File: src/rtl/eth_rx_drainer.sv
// eth_rx_drainer: drains received packets from an Ethernet controller's RX buffer
// over a 32-bit MMIO port and presents them as a valid/ready word stream.
//
// state  | meaning
// -------+-------------------------------------------------------------
// INIT   | write 1 to the RX interrupt enable register
// IDLE   | wait for the controller RX-pending interrupt
// POLL   | read the RX status register
// POLL_W | status returns: 1 -> fetch size, otherwise back to IDLE
// SIZE   | read the received packet size register
// SIZE_W | size returns: bad size -> drop, good size -> start reading
// RD     | read the next 4-byte word of the RX buffer
// RD_W   | word returns: load the stream output registers
// SEND   | present the word until the consumer accepts it
// CLEAR  | write 1 to the RX status register to release the buffer
module eth_rx_drainer #(
   parameter int buf_size_p       = 2048,
   parameter int data_width_p     = 32,
   parameter int reg_addr_width_p = 16
) (
   input  logic                        clk_i,
   input  logic                        reset_i,
   output logic [reg_addr_width_p-1:0] addr_o,
   output logic                        write_en_o,
   output logic                        read_en_o,
   output logic [1:0]                  op_size_o,
   output logic [data_width_p-1:0]     write_data_o,
   input  logic [data_width_p-1:0]     read_data_i,
   input  logic                        rx_interrupt_pending_i,
   output logic [data_width_p-1:0]     data_o,
   output logic [3:0]                  keep_o,
   output logic                        last_o,
   output logic                        v_o,
   input  logic                        ready_i,
   output logic [15:0]                 pkt_count_o,
   output logic [15:0]                 drop_count_o
);

   typedef enum logic [3:0] {
      INIT, IDLE, POLL, POLL_W, SIZE, SIZE_W, RD, RD_W, SEND, CLEAR
   } state_e;

   localparam logic [reg_addr_width_p-1:0] ADDR_RX_BUF  = reg_addr_width_p'(16'h0000);
   localparam logic [reg_addr_width_p-1:0] ADDR_RX_SIZE = reg_addr_width_p'(16'h1004);
   localparam logic [reg_addr_width_p-1:0] ADDR_RX_STAT = reg_addr_width_p'(16'h1010);
   localparam logic [reg_addr_width_p-1:0] ADDR_RX_IE   = reg_addr_width_p'(16'h1014);
   localparam logic [31:0]                 BUF_SIZE     = 32'(buf_size_p);

   state_e                    state_q, state_d;
   logic [31:0]               size_q, size_d;
   logic [31:0]               offset_q, offset_d;
   logic [data_width_p-1:0]   data_q, data_d;
   logic [3:0]                keep_q, keep_d;
   logic                      last_q, last_d;
   logic                      delivered_q, delivered_d;
   logic [15:0]               pkt_cnt_q, pkt_cnt_d;
   logic [15:0]               drop_cnt_q, drop_cnt_d;

   logic [31:0]               remaining;
   logic [32:0]               offset_plus4;
   logic [3:0]                keep_next;
   logic                      last_next;
   logic                      size_bad;

   // Byte accounting for the word currently being fetched.
   always_comb begin
      remaining    = size_q - offset_q;
      offset_plus4 = {1'b0, offset_q} + 33'd4;
      last_next    = offset_plus4 >= {1'b0, size_q};
      keep_next    = 4'b1111;
      if (remaining < 32'd4) begin
         unique case (remaining[1:0])
            2'd1:    keep_next = 4'b0001;
            2'd2:    keep_next = 4'b0011;
            2'd3:    keep_next = 4'b0111;
            default: keep_next = 4'b0000;
         endcase
      end
      size_bad = (read_data_i[31:0] == 32'd0) || (read_data_i[31:0] > BUF_SIZE);
   end

   // MMIO access decode; the bus stays quiet while reset is held so no
   // INIT write leaks out before release.
   always_comb begin
      addr_o       = '0;
      write_en_o   = 1'b0;
      read_en_o    = 1'b0;
      write_data_o = '0;
      if (!reset_i) begin
         unique case (state_q)
            INIT: begin
               write_en_o   = 1'b1;
               addr_o       = ADDR_RX_IE;
               write_data_o = data_width_p'(1);
            end
            POLL: begin
               read_en_o = 1'b1;
               addr_o    = ADDR_RX_STAT;
            end
            SIZE: begin
               read_en_o = 1'b1;
               addr_o    = ADDR_RX_SIZE;
            end
            RD: begin
               read_en_o = 1'b1;
               addr_o    = ADDR_RX_BUF | offset_q[reg_addr_width_p-1:0];
            end
            CLEAR: begin
               write_en_o   = 1'b1;
               addr_o       = ADDR_RX_STAT;
               write_data_o = data_width_p'(1);
            end
            default: ;
         endcase
      end
   end

   // Sequencer next-state, packet bookkeeping and stream register loads.
   always_comb begin
      state_d     = state_q;
      size_d      = size_q;
      offset_d    = offset_q;
      data_d      = data_q;
      keep_d      = keep_q;
      last_d      = last_q;
      delivered_d = delivered_q;
      pkt_cnt_d   = pkt_cnt_q;
      drop_cnt_d  = drop_cnt_q;
      unique case (state_q)
         INIT: state_d = IDLE;
         IDLE: begin
            if (rx_interrupt_pending_i) state_d = POLL;
         end
         POLL: state_d = POLL_W;
         POLL_W: begin
            if (read_data_i == data_width_p'(1)) state_d = SIZE;
            else                                 state_d = IDLE;
         end
         SIZE: state_d = SIZE_W;
         SIZE_W: begin
            size_d   = read_data_i[31:0];
            offset_d = 32'd0;
            if (size_bad) begin
               drop_cnt_d  = drop_cnt_q + 16'd1;
               delivered_d = 1'b0;
               state_d     = CLEAR;
            end else begin
               delivered_d = 1'b1;
               state_d     = RD;
            end
         end
         RD: state_d = RD_W;
         RD_W: begin
            data_d  = read_data_i;
            keep_d  = keep_next;
            last_d  = last_next;
            state_d = SEND;
         end
         SEND: begin
            if (ready_i) begin
               offset_d = offset_plus4[31:0];
               state_d  = last_q ? CLEAR : RD;
            end
         end
         CLEAR: begin
            if (delivered_q) pkt_cnt_d = pkt_cnt_q + 16'd1;
            delivered_d = 1'b0;
            state_d     = IDLE;
         end
         default: state_d = INIT;
      endcase
   end

   // State and datapath registers with synchronous reset.
   always_ff @(posedge clk_i) begin
      if (reset_i) begin
         state_q     <= INIT;
         size_q      <= '0;
         offset_q    <= '0;
         data_q      <= '0;
         keep_q      <= '0;
         last_q      <= 1'b0;
         delivered_q <= 1'b0;
         pkt_cnt_q   <= '0;
         drop_cnt_q  <= '0;
      end else begin
         state_q     <= state_d;
         size_q      <= size_d;
         offset_q    <= offset_d;
         data_q      <= data_d;
         keep_q      <= keep_d;
         last_q      <= last_d;
         delivered_q <= delivered_d;
         pkt_cnt_q   <= pkt_cnt_d;
         drop_cnt_q  <= drop_cnt_d;
      end
   end

   assign op_size_o    = 2'b10;
   assign v_o          = (state_q == SEND);
   assign data_o       = data_q;
   assign keep_o       = keep_q;
   assign last_o       = last_q;
   assign pkt_count_o  = pkt_cnt_q;
   assign drop_count_o = drop_cnt_q;

endmodule

File: config.mk
export PLATFORM = sky130hd
export DESIGN_NAME = eth_rx_drainer
export DESIGN_NICKNAME = d
export VERILOG_FILES = /design/src/rtl/eth_rx_drainer.sv
export SDC_FILE = /design/constraint.sdc
export NUM_CORES = 1
export LEC_CHECK = 0
export BUFFER_PORTS_ARGS = -buffer_cell sky130_fd_sc_hd__clkbuf_2
export CAP_MARGIN = 20
export CORE_ASPECT_RATIO = 1.2
export CORE_UTILIZATION = 32
export DETAILED_ROUTE_END_ITERATION = 16
export PLACE_DENSITY = 0.61
export SLEW_MARGIN = 0
export SYNTH_ARGS = -nofsm -noshare
export SYNTH_HDL_FRONTEND = slang
export SYNTH_SLANG_ARGS = --single-unit
export TNS_END_PERCENT = 30
File: constraint.sdc
create_clock -name clk_i -period 9.45 [get_ports clk_i]
set_clock_uncertainty 0.1 [all_clocks]
set_input_delay 0.945 -clock clk_i [delete_from_list [all_inputs] [get_ports clk_i]]
set_output_delay 0.945 -clock clk_i [all_outputs]
set_load 0.005 [all_outputs]
==> results.md <==
* Outcome: finished, final reports clean
* Worst Tran Pin Value at 0.9309 ns
* Worst-path fanout max at 6
* WP data required at 9.70 ns
* Flops & latches, synth at approximately 140
* CTS buffer count at 17
* Fin. max-slew vios at 0
* Core region area at between 0.02 and 0.03 mm^2
* CP startpoint kind: register
* Setup WS post-layout at 5.186 ns
* DR WL/cell at 15.99 um
* Post-route DRC at 0
* Synthesized cell area at ~0.0089 mm^2
* GR Layer Usage met1 at 0.2340
* First-pass GRT wire length at approximately 42 mm
* Setup CP Type: register to register
* Routed WL at around 26 mm
* Synth area leaders: dfxtp_1 30%, ha_1 9.0%, a21oi_1 8.1%
* Final GP Congestion at around 0.93
* Tcrit/Tclk final at 0.4512
* Cell Rows at 66
* Cts hold-fix bufs at 0
* Antenna Violating Nets Remaining at 0
* Power Total at between 0.001 and 0.0015 W
* CP endpoint kind: register
* Synth unique cells at between 60 and 70
* Post-DP HPWL at ~20 mm
* CTS Buffer Depth at 2
* Dominant synthesized flop cell: dfxtp_1
* Slew Limit Headroom at 0.3794
* Layout Nets at approximately 1400
* Layout area overhead at 14.36%
* Final Hold Fails at 0
* Synthesis Warnings at 0
* PD cells at 124.3 mW/mm^2
* N_diodes at 0
* Vias in the first global route at 7973
* Endpoints failing setup at 0
* Antenna violations before repair at 0
* Dpl ws at approximately 5.2 ns
* Async SR Flop Fraction at 0
* Die ar. at about 0.029 mm^2
* Port Buffers at about 120
* Seq/Total Area, Yosys at 0.3048
* Post-CTS setup buffers at 0
* P_leak at ~4.3 nW
* GRT Overall Usage at 0.1867
* Fillers at around 2900
* Global route total overflow at 0
* Largest net degree at the start of global routing at 90
* Avg Inst Size Synth at 7.365 um^2
* Via count at 8662
* Worst-skew pair later-pin latency at between 0.4 and 0.5 ns
* Yosys top cell by area: dfxtp_1
* RSZ-0062 raised after global routing: no
* # H-tree levels at 4
* CTS clk-pin slew, worst paths at approximately 0.060 ns
* Die width at between 150 and 200 um
* CTS root buf: clkbuf_16
* FF-to-FF setup slack at between 5 and 6 ns
* Post-synth top area share at 0.3048
* Initial core utilization at 0.3278
* Synth cell count leaders: 190 x nand2_1, 144 x a21oi_1, 136 x dfxtp_1, 88 x nor2_1, 73 x inv_1
* Hold crit path type: register to register
* Sink Count at about 140
* First-pass iteration count of the detailed router at 5
* Cell count after synthesis at ~1200
* CTS tree: yes
* GR Layer Usage met2 at 0.3184
* I/O pin total at about 160
* Max cap viols at 0
* EDFF count, synth at 0
* Met3 usage at 0.02504
* Layout cells sized above 1 at 0.1306
* Sum Neg Setup Slack at 0 ns
* Initial drt markers at 618
* Drt via density at around 5.3
* F_max at 234.5 MHz
* Peak VDD IR at roughly 0.14 mV
* Die Ht at 185.0 um
* Crit path DAT at approximately 4.5 ns
* Post-cts resize count at 0
* Global route hottest layer: met2
* Min Tclk post-route at ~4.3 ns
* Count leader, synth: nand2_1
metal layers:
layer / part of all wire / vias up
met2: 0.49 / 264
met1: 0.44 / 4072
met4: 0.024 / 0
met3: 0.045 / 41
li1: - / 4285
met5: 0 / -
final timing paths:
| check | startpoint | to | depth (start not counted) |
|---|---|---|---|
| setup / recovery | offset_q[2]$_SDFFE_PP0P_ | last_o$_SDFFE_PP0P_ | 13 |
| setup reg to reg | offset_q[2]$_SDFFE_PP0P_ | last_o$_SDFFE_PP0P_ | 13 |
| hold / removal | data_o[1]$_SDFFE_PP0P_ | data_o[1]$_SDFFE_PP0P_ | 2 |
| hold reg to reg | data_o[1]$_SDFFE_PP0P_ | data_o[1]$_SDFFE_PP0P_ | 2 |
cell usage in the layout, fill, tap and decap left out, drive strengths merged, types with 10 or more instances in the layout:
cell / netlist / routed
conb: 2 / 37
inv: 73 / 75
nor2b: 12 / 12
nor4: 21 / 21
xnor2: 41 / 41
nand4: 22 / 22
and2: 20 / 20
nand2: 190 / 190
and3: 22 / 22
nor2: 88 / 88
nand3: 48 / 48
a21oi: 144 / 144
a21o: 23 / 23
nor3: 13 / 13
xor2: 27 / 27
ha: 64 / 64
clkbuf: 60 / 138
dfxtp: 136 / 136
or3: 15 / 15
a31oi: 10 / 10
o21ai: 50 / 50
cell families (layout without fill, tap and decap cells):
| group | count (synthesis) | in the layout | share of synthesized area |
|---|---|---|---|
| muxes | 4 | 4 | 0.004622 |
| xor gates and xnor gates | 68 | 68 | 0.06667 |
| adders and majority gates | 64 | 64 | 0.08964 |
| and+or+nand+nor | 471 | 471 | 0.2489 |
| buffers and inverters | 174 | 235 | 0.08837 |
| other | 2 | 37 | 0.0008406 |
| DFF | 136 | 136 | 0.3048 |
| AOI/OAI and AO/OA | 294 | 294 | 0.1962 |
stage by stage:
step | utilization | hold WS (ns) | instances | cell area, um^2
3_3_place_gp | 0.3540 | 0.3420 | 1616 | 9647
6_report | 0.3749 | 0.3553 | 1649 | 10220
5_1_grt | 0.3749 | 0.3787 | 1649 | 10220
2_1_floorplan | - | 0.3404 | 1248 | 9065
4_1_cts | 0.3749 | 0.3579 | 1649 | 10220
3_5_place_dp | 0.3545 | 0.3463 | 1617 | 9661
report_power, final:
part	total [W]	switching, W	leakage, nW	internal (W)
clock	0.000633	0.000272	0.269	0.000361
sequential	0.000580	0.00000557	1.10	0.000575
combinational	0.0000568	0.0000384	2.90	0.0000184
total	0.00127	0.000316	4.27	0.000954
sequential cells by signal, summed over array words and instances (netlist names):
register	flops
size_q	32
drop_count_o	16
delivered_q	1
state_q	4
last_o	1
data_o	32
keep_o	4
offset_q	30
pkt_count_o	16
cell type report:
cell class | count | area (um^2) | share of cell area
flip-flops and latches | 136 | 2723 | 0.2665
well taps | 340 | 425.4 | 0.04164
repair buffers | 130 | 673.1 | 0.06589
clock buffers | 17 | 425.4 | 0.04164
multi-input cells | 938 | 5565 | 0.5448
inverters | 73 | 274.0 | 0.02682
clock inverters | 15 | 130.1 | 0.01274
critical path: stages (launching register included):
cell,delay [ns]
dfxtp_1,0.44
ha_1,0.27
nand3_1,0.16
nor3_1,0.51
and3_1,0.34
and4_1,0.32
xnor2_1,0.09
ha_1,0.31
nand4_1,0.12
nor4_1,0.66
o21ai_0,0.18
o21ai_0,0.32
o21ai_0,0.13
a211oi_1,0.23
No activity file was read; power rests on OpenSTA's default activity.
